<file path="src/rtl/qpu_pkg.sv">
// rtl/qpu_pkg.sv - gate opcodes and sequencer state encoding shared by QPU-side code
package qpu_pkg;

  typedef enum logic [1:0] {
    GATE_I   = 2'b00,
    GATE_X   = 2'b01,
    GATE_H   = 2'b10,
    GATE_RSV = 2'b11
  } gate_t;

  typedef enum logic [1:0] {
    IDLE,
    INIT,
    RUN,
    DONE
  } qseq_state_t;

  // The reserved opcode is never forwarded to the QPU; it degrades to identity.
  function automatic gate_t issue_op(input logic [1:0] op);
    return (op == GATE_RSV) ? GATE_I : gate_t'(op);
  endfunction

endpackage

</file>
<file path="src/rtl/qseq_prog_mem.sv">
// rtl/qseq_prog_mem.sv - DEPTH x 2 gate program storage, one write port, async read
module qseq_prog_mem #(
  parameter int DEPTH = 16,
  parameter int AW    = $clog2(DEPTH)
) (
  input  logic          clk,
  input  logic          we,
  input  logic [AW-1:0] waddr,
  input  logic [1:0]    wdata,
  input  logic [AW-1:0] raddr,
  output logic [1:0]    rdata
);

  // Not reset: a program survives a controller reset.
  logic [1:0] mem [DEPTH];

  always_ff @(posedge clk) begin
    if (we) mem[waddr] <= wdata;
  end

  assign rdata = mem[raddr];

endmodule

</file>
<file path="src/rtl/qpu_gate_sequencer.sv">
// rtl/qpu_gate_sequencer.sv - program-driven gate issuer for the 1-qubit QPU
// Optional multi-pass looping is enabled with QSEQ_LOOP_EN.
module qpu_gate_sequencer
  import qpu_pkg::*;
#(
  parameter int DEPTH = 16,
  parameter int AW    = $clog2(DEPTH)
) (
  input  logic          clk,
  input  logic          reset,
  input  logic          prog_we,
  input  logic [AW-1:0] prog_addr,
  input  logic [1:0]    prog_data,
  input  logic [AW:0]   prog_len,
  input  logic          start,
`ifdef QSEQ_LOOP_EN
  input  logic [7:0]    loop_cnt,
`endif
  output logic          busy,
  output logic          done,
  output logic          wr_err,
  output logic          illegal,
  output logic          qpu_reset,
  output logic [1:0]    qpu_gate,
  output logic [AW-1:0] pc
);

  localparam logic [AW:0] LEN_MAX = (AW+1)'(DEPTH);
  localparam logic [AW:0] LEN_ONE = (AW+1)'(1);

  qseq_state_t   state, state_nxt;
  logic [AW:0]   len, len_nxt;
  logic [AW-1:0] pc_nxt;
  logic          ill_nxt;
  gate_t         gate_nxt;
  logic [1:0]    mem_rd;
  logic          mem_we;
  logic          in_run;

`ifdef QSEQ_LOOP_EN
  logic [7:0]    loops, loops_nxt;
`endif

  assign in_run = (state == INIT) || (state == RUN);
  assign mem_we = prog_we && !in_run;

  // Read at the upcoming pc so the registered gate lines up with pc.
  qseq_prog_mem #(.DEPTH(DEPTH), .AW(AW)) u_mem (
    .clk   (clk),
    .we    (mem_we),
    .waddr (prog_addr),
    .wdata (prog_data),
    .raddr (pc_nxt),
    .rdata (mem_rd)
  );

  always_comb begin
    state_nxt = state;
    len_nxt   = len;
    pc_nxt    = pc;
`ifdef QSEQ_LOOP_EN
    loops_nxt = loops;
`endif
    case (state)
      IDLE: begin
        if (start) begin
          state_nxt = INIT;
          len_nxt   = (prog_len > LEN_MAX) ? LEN_MAX : prog_len;
          pc_nxt    = '0;
`ifdef QSEQ_LOOP_EN
          loops_nxt = loop_cnt;
`endif
        end
      end
      INIT: begin
        pc_nxt    = '0;
        state_nxt = (len != '0) ? RUN : DONE;
      end
      RUN: begin
        if ({1'b0, pc} == len - LEN_ONE) begin
`ifdef QSEQ_LOOP_EN
          if (loops != 8'd0) begin
            pc_nxt    = '0;
            loops_nxt = loops - 8'd1;
          end else begin
            state_nxt = DONE;
          end
`else
          state_nxt = DONE;
`endif
        end else begin
          pc_nxt = pc + 1'b1;
        end
      end
      DONE:    state_nxt = IDLE;
      default: state_nxt = IDLE;
    endcase
  end

  // Kept apart from the next-state logic: it depends on the memory read of pc_nxt.
  always_comb begin
    gate_nxt = GATE_I;
    ill_nxt  = illegal;
    if (state == IDLE && start) ill_nxt = 1'b0;
    if (state_nxt == RUN) begin
      gate_nxt = issue_op(mem_rd);
      if (mem_rd == GATE_RSV) ill_nxt = 1'b1;
    end
  end

  always_ff @(posedge clk) begin
    if (!reset) begin
      state     <= IDLE;
      len       <= '0;
      pc        <= '0;
      busy      <= 1'b0;
      done      <= 1'b0;
      wr_err    <= 1'b0;
      illegal   <= 1'b0;
      qpu_reset <= 1'b0;
      qpu_gate  <= GATE_I;
`ifdef QSEQ_LOOP_EN
      loops     <= 8'd0;
`endif
    end else begin
      state     <= state_nxt;
      len       <= len_nxt;
      pc        <= pc_nxt;
      busy      <= (state_nxt == INIT) || (state_nxt == RUN);
      done      <= (state_nxt == DONE);
      wr_err    <= prog_we && in_run;
      illegal   <= ill_nxt;
      qpu_reset <= (state_nxt == INIT);
      qpu_gate  <= gate_nxt;
`ifdef QSEQ_LOOP_EN
      loops     <= loops_nxt;
`endif
    end
  end

endmodule

</file>
<file path="config.mk">
export PLATFORM = sky130hd
export DESIGN_NAME = qpu_gate_sequencer
export DESIGN_NICKNAME = d
export VERILOG_FILES = /design/src/rtl/qpu_pkg.sv /design/src/rtl/qseq_prog_mem.sv /design/src/rtl/qpu_gate_sequencer.sv
export SDC_FILE = /design/constraint.sdc
export NUM_CORES = 1
export LEC_CHECK = 0
export CAP_MARGIN = 20
export CORE_MARGIN = 2
export CORE_UTILIZATION = 38
export DETAILED_ROUTE_END_ITERATION = 12
export GPL_TIMING_DRIVEN = 0
export PLACE_DENSITY = 0.7
export SLEW_MARGIN = 20
export SYNTH_ARGS = -nofsm -noshare
export SYNTH_HDL_FRONTEND = slang
export SYNTH_SLANG_ARGS = --single-unit
export TNS_END_PERCENT = 20
</file>
<file path="constraint.sdc">
create_clock -name clk -period 2.85 [get_ports clk]
set_clock_uncertainty 0.1 [all_clocks]
set_input_delay 0.57 -clock clk [delete_from_list [all_inputs] [get_ports clk]]
set_output_delay 0.57 -clock clk [all_outputs]
set_load 0.05 [all_outputs]
</file>
==> metrics, run 1 <==
RD Place Congestion=0.7861; io pins=26; first-pass GRT wire length=8569 um; Max FO, Critical Path=7; data arrival time of the worst path=3.02 ns; yosys warns=0; relative slew slack=0.5921; Cell variety after synth=55; startpoint class of the critical path=flip-flop; initial antenna violation count=0; period utilization=1.016; # clock sinks=50; Antenna Nets Post-Route=0; global route total overflow=0; Final Hold Vio Count=0; Avg Synthesized Cell Area=11.47 um^2; VDD IR max=~570 uV; sequential share of the synthesized area=0.5432; Post-synth ARST share=0; commonest non-fill, non-tap cells in the layout=edfxtp_1 (32), nor2_1 (30), clkdlybuf4s50_1 (25); leak pwr=~1.1 nW; worst slew pin tran=0.6100 ns; WL/cell=16.04 um; setup TNS=-0.04459 ns; Post-DP Area=around 2800 um^2; Crit path largest cell delay=0.36 ns; Top delay family on crit path=compound AO/OA/AOI/OAI gates; Synth top area share=0.3951; failing checks=negative setup slack; worst path bufs/invs=2; Starting Density=0.3875; leading area contributor after synthesis=edfxtp_1; Tmin final=2.895 ns; Antenna diodes=0; synthesized cell area=2432 um^2; Critical Path RT=2.98 ns; via count=1808; post-synthesis cell count=~210; Worst-Skew Late Latency=0.30 ns; Post-synth EDFFs=32; post-route DRC violation count=0; 1st-pass router iterations=5; overall routing resource usage=0.1515; R2R cell count=12; Nets=282; Via density=5.381; top post-synthesis cells by area=edfxtp_1 (40%), dfxtp_1 (15%), ha_1 (4.6%); Yosys reg bits=50; RSZ-0062 raised after global routing=yes; Site Rows=29; # Max-Cap Violations=0; area delta synth->final=29.68%; Final Util=0.5025; Syn Nets=236; Pins Over Slew Limit=0; CP endpoint kind=flip-flop; 1st-iter DRT viols=142; Die Ht=84.01 um; Critical-path top delay cell=or3b_4; die area=7057 um^2; Core ar.=6277 um^2; CTS tree=built; HP Class=reg2reg; Die Wd=84.01 um; fmax=around 350 MHz; worst-path cell chain=inv_2 -> ha_4 -> o21ba_4 -> a221oi_4 -> o211a_4 -> o211ai_4 -> buf_12 -> or3b_4 -> o2111ai_2 -> nand4_1 -> o311a_4 -> o31ai_2; vias in the first global route=between 1500 and 2000; Worst-path clk slew=0.09 ns; Critical Path Stages=12; Final WS setup=-0.04459 ns; port buffer count=25; root buf cell=clkbuf_8; fin area=approximately 3200 um^2; Setup Crit Path Kind=reg2reg; DP Wirelength=3557 um; outcome=finished, violations left; final WL=5391 um; Pwr per Cell Area=694.9 nW/um^2; largest net degree at the start of global routing=17; most common cell after layout, fill and taps aside=edfxtp_1; CTS Buf Count=5; final setup fails=1; clock tree buffer depth=2; Primary FF master, synth=edfxtp_1; Hold Crit Depth=2; H-tree depth=2; share of layout cells above drive strength 1=0.2510
## area by class of cell
cell class	count	area, um^2
fillers	559	3123
flip-flops and latches	50	1326
multi-input cells	149	1174
repair buffers	39	375.4
well taps	77	96.34
clock buffers	5	68.82
clock inverters	3	43.79
inverters	10	37.54
plain buffers	3	32.53
## report_power, final
| part | leakage [nW] | total, mW | switching [mW] | internal [mW] |
|---|---|---|---|---|
| combinational | 0.630 | 0.814 | 0.478 | 0.336 |
| sequential | 0.437 | 0.874 | 0.0402 | 0.834 |
| clock | 0.0585 | 0.504 | 0.241 | 0.263 |
| total | 1.13 | 2.19 | 0.758 | 1.43 |
## kinds of logic (layout without fill, tap and decap cells)
logic type      after synthesis  in the layout  share of synthesized area
fa+ha+maj                     9              9                    0.04630
compound gates               39             39                     0.1404
xor+xnor                      5              5                    0.01800
mux                          12             12                    0.05555
buf+inv                      13             60                    0.02366
simple gates                 84             84                     0.1728
flops                        50             50                     0.5432
## timing repair
| action | CTS | global route |
|---|---|---|
| gates cloned | 0 | 1 |
| endpoints found under the hold margin | 0 | 0 |
| gates resized for setup | 23 | 15 |
| buffers inserted | 10 | 3 |
| setup endpoints to repair | 3 | 3 |
| hold buffers | 0 | 0 |
| pin swaps | 10 | 10 |
## flip-flops by register name, indices dropped and copies added, names as in the netlist
register	count
busy	1
done	1
illegal	1
len	5
pc	4
qpu_gate	2
qpu_reset	1
state	2
u_mem.mem	32
wr_err	1
## metrics by stage
step                      cells  power, mW  setup slack (ns)  hold slack (ns)
after floorplan             212      1.396           0.02804           0.3818
after global placement      314      1.580           -0.5710           0.3951
after detailed placement    314      1.593           -0.5877           0.3898
after CTS                   332      2.154          0.008075           0.4064
after global routing        336      2.303           -0.1446           0.4391
final                       336      2.192          -0.04459           0.4111
## worst min-delay path, cell delays in order (launching register included)
cell and delay (ns):
dfxtp_1 0.34, nand3_1 0.09, o31ai_2 0.06
## per-layer routing
| layer | track usage | share of wire |
|---|---|---|
| met1 | 0.2022 | 0.46 |
| met5 | 0 | 0 |
| met2 | 0.2538 | 0.51 |
| met3 | 0.01780 | 0.017 |
| met4 | 0.05572 | 0.018 |
## cell usage after synthesis, types with 2 or more instances
| cell | instances |
|---|---|
| a32oi_1 | 3 |
| mux2_2 | 3 |
| nand2_1 | 15 |
| a21oi_1 | 13 |
| nor3b_1 | 4 |
| nor2_1 | 30 |
| nand2b_1 | 3 |
| nor3_1 | 6 |
| ha_1 | 9 |
| and2_1 | 6 |
| nor2b_1 | 2 |
| edfxtp_1 | 32 |
| mux2_1 | 2 |
| mux2i_1 | 5 |
| o21ai_0 | 3 |
| nand4_1 | 3 |
| dfxtp_1 | 18 |
| xnor2_1 | 4 |
| inv_1 | 9 |
| nand3_1 | 6 |
| and3_1 | 2 |
## final timing paths
| path | slack [ns] | startpoint | endpoint |
|---|---|---|---|
| min reg2reg | 0.41 | illegal | illegal |
| max reg2reg | -0.04 | len[0] | illegal |
| min | 0.41 | illegal | illegal |
| max | -0.04 | len[0] | illegal |
(Power assumes the default switching activity.)
==> run 2: changes to the inputs <==
Settings changed: HOLD_SLACK_MARGIN from default to 0.06.
==> results of run 2 <==
Same layout as run 1: the final DEF is identical, and so are final timing and power.
==> run 3: changes to the inputs <==
Settings changed: PLACE_DENSITY 0.7 to 0.67.
Clock period 2.85 ns to 3.31 ns, I/O delays scaled along.
==> run 3 against run 2 <==
The run now ends clean. Maximum frequency down 8.1%. Setup slack better by 0.20 ns. Flip-flop and latch count unchanged. Critical path depth down 1. Critical endpoint is now qpu_gate[0]. Critical path type unchanged. Count of clock-buffer cells in the layout unchanged. Sequential power down 14%. Highest routed layer unchanged. First-iteration DRC count down 34%.
==> metrics, run 3 (synthesized netlist as in run 1, its figures left out) <==
initial antenna violation count=0 (unchanged); port buffer count=25 (unchanged); global route total overflow=0 (unchanged); worst slack, placed=-0.2107 ns (+0.3770 ns); DP Wirelength=3579 um (+0.61%); Pwr per Cell Area=620.9 nW/um^2 (-11%); setup TNS=0 ns (+0.04459 ns); Worst-path clk slew=0.10 ns (about the same); largest net degree at the start of global routing=17 (unchanged); Nets=270 (-4.3%); Switching Share=0.3436 (-0.002420); leak pwr=1.020 nW (-9.4%); VDD IR max=248.0 uV (-56%); Core ar.=6277 um^2 (unchanged); reg2reg setup slack=0.16 ns (+0.20 ns); Tmin final=3.150 ns (+0.2559 ns); H-tree depth=2 (unchanged); Final Hold Vio Count=0 (unchanged); area delta synth->final=20.06%; clock power share=0.242 (+0.012); CP endpoint kind=flip-flop; Top Registers=u_mem.mem (32), len (5), pc (4); outcome=complete, no violations; Critical-path top delay cell=o211ai_4; fmax=317.4 MHz (-8.1%); # Max-Cap Violations=0 (unchanged); Logic pwr share=0.344 (-0.027); die area=7057 um^2 (unchanged); crit path from=len[0]; R2R Path End=qpu_gate[0]; period utilization=0.9518 (-0.06384); final WL=5036 um (-6.6%); Top delay family on crit path=compound AO/OA/AOI/OAI gates; 1st-pass router iterations=4 (-1); Reg with most FFs=u_mem.mem; Final Power=1.813 mW (-17%); NetSw=0.6230 mW (-18%); Worst Setup EP=qpu_gate[0]; Antenna Nets Post-Route=0 (unchanged); Cell Int Power=1.190 mW (-17%); first-pass GRT wire length=8169 um (-4.7%); RSZ-0062 raised after global routing=no; Post-Layout Cell Count=324 (-3.6%); io pins=26 (unchanged); commonest non-fill, non-tap cells in the layout=edfxtp_1 (32), nor2_1 (30), clkdlybuf4s50_1 (25); root buf cell=clkbuf_8; relative slew slack=0.6212 (+0.02910); sequential power share=0.414 (+0.015); overall routing resource usage=0.1463 (-0.005207); # clock sinks=50 (unchanged); most common cell after layout, fill and taps aside=edfxtp_1; Via density=5.204 (-3.3%); 1st-iter DRT viols=94 (-34%); Crit path largest cell delay=0.39 ns (+0.03 ns); WL/cell=15.54 um (-3.1%); final setup fails=0 (-1); HP Class=reg2reg; Setup Crit Path Kind=reg2reg; Largest register FFs=32 (unchanged); vias in the first global route=1607 (-9.7%); Die Wd=84.01 um (unchanged); startpoint class of the critical path=flip-flop; Critical Path RT=3.45 ns (+0.47 ns); post-route DRC violation count=0 (unchanged); Max FO, Critical Path=10 (+3); CTS tree=built; clock tree buffer depth=2 (unchanged); Cell Count Post-Placement=314 (unchanged); share of layout cells above drive strength 1=0.1336 (-0.1174); hold slack=0.4110 ns (-0.0001250 ns); Worst-Skew Late Latency=0.31 ns (about the same); worst path bufs/invs=2 (unchanged); R2R cell count=11 (-1); via count=1686 (-6.7%); worst-path cell chain=inv_1 -> ha_1 -> xnor2_1 -> a221oi_4 -> o211a_4 -> o211ai_4 -> clkbuf_2 -> a32oi_1 -> mux2_2 -> mux2i_2 -> nor3b_2; CTS Buf Count=5 (unchanged); Site Rows=29 (unchanged); Antenna diodes=0 (unchanged); data arrival time of the worst path=3.29 ns (+0.27 ns); Pins Over Slew Limit=0 (unchanged); Final WS setup=0.1595 ns (+0.2041 ns); worst slew pin tran=0.5665 ns (-0.04352 ns); Critical Path Stages=11 (-1); Die Ht=84.01 um (unchanged); R2R Path Start=len[0]; RD Place Congestion=0.7751 (-1.4%); Starting Density=0.3875 (unchanged)
-- run 3: cell count changes in the layout (fill, tap and decap cells not counted), sizes merged --
cell,before,now
buf,15,4
clkbuf,7,6
-- run 3: per-layer routing --
| layer | share of wire | vias up | track usage |
|---|---|---|---|
| met5 | 0 | - | 0 |
| met4 | 0.012 | 0 | 0.04839 |
| met3 | 0.037 | 5 | 0.02176 |
| met2 | 0.49 | 37 | 0.2349 |
| met1 | 0.46 | 798 | 0.2033 |
| li1 | - | 846 | - |
-- run 3: worst reg2reg max path: cells and delay by family, from the launching register on --
family                   cells  cell delay [ns]
adder cells (fa/ha/maj)      1             0.27
buffers and inverters        2             0.37
AND/OR/NAND/NOR              1             0.20
multiplexers                 2             0.55
flip-flops                   1             0.38
XOR/XNOR                     1             0.27
AO/OA/AOI/OAI                4             0.94
-- run 3: area by class of cell --
type	instances	area [um^2]
Buffer	3	21.27
Tap cell	77	96.34
Sequential cell	50	1323
Inverter	10	37.54
Timing Repair Buffer	27	265.3
Clock inverter	3	43.79
Multi-Input combinational cell	149	1065
Fill cell	601	3357
Clock buffer	5	68.82
-- run 3: worst min-delay path by stage --
| stage | start | endpoint | slack [ns] | depth (start not counted) |
|---|---|---|---|---|
| floorplan | len[1] | len[1] | 0.38 | 2 |
| global placement | illegal | illegal | 0.39 | 2 |
| detailed placement | illegal | illegal | 0.40 | 2 |
| CTS | illegal | illegal | 0.42 | 2 |
| global route | illegal | illegal | 0.44 | 2 |
| finish | illegal | illegal | 0.41 | 2 |
-- run 3: timing repair --
action	CTS	global route
gates cloned	0	0
hold buffers	0	0
resized for setup	1	4
pin swaps	0	2
buffers inserted	0	2
endpoints found under the setup margin	2	3
-- run 3: metrics by stage --
step / util / cell area [um^2]
after detailed placement: 0.4427 / 2779
after global placement: 0.4427 / 2779
final: 0.4652 / 2920
after floorplan: - / 2432
after CTS: 0.4608 / 2893
after global routing: 0.4652 / 2920
-- run 3: power groups by stage --
stage          Clock (mW)  Combinational [mW]  Sequential (mW)
2_1_floorplan           0               0.355            0.847
3_3_place_gp            0               0.597            0.765
3_5_place_dp            0               0.606            0.765
4_1_cts             0.447               0.608            0.750
5_1_grt             0.471               0.688            0.757
6_report            0.439               0.624            0.750
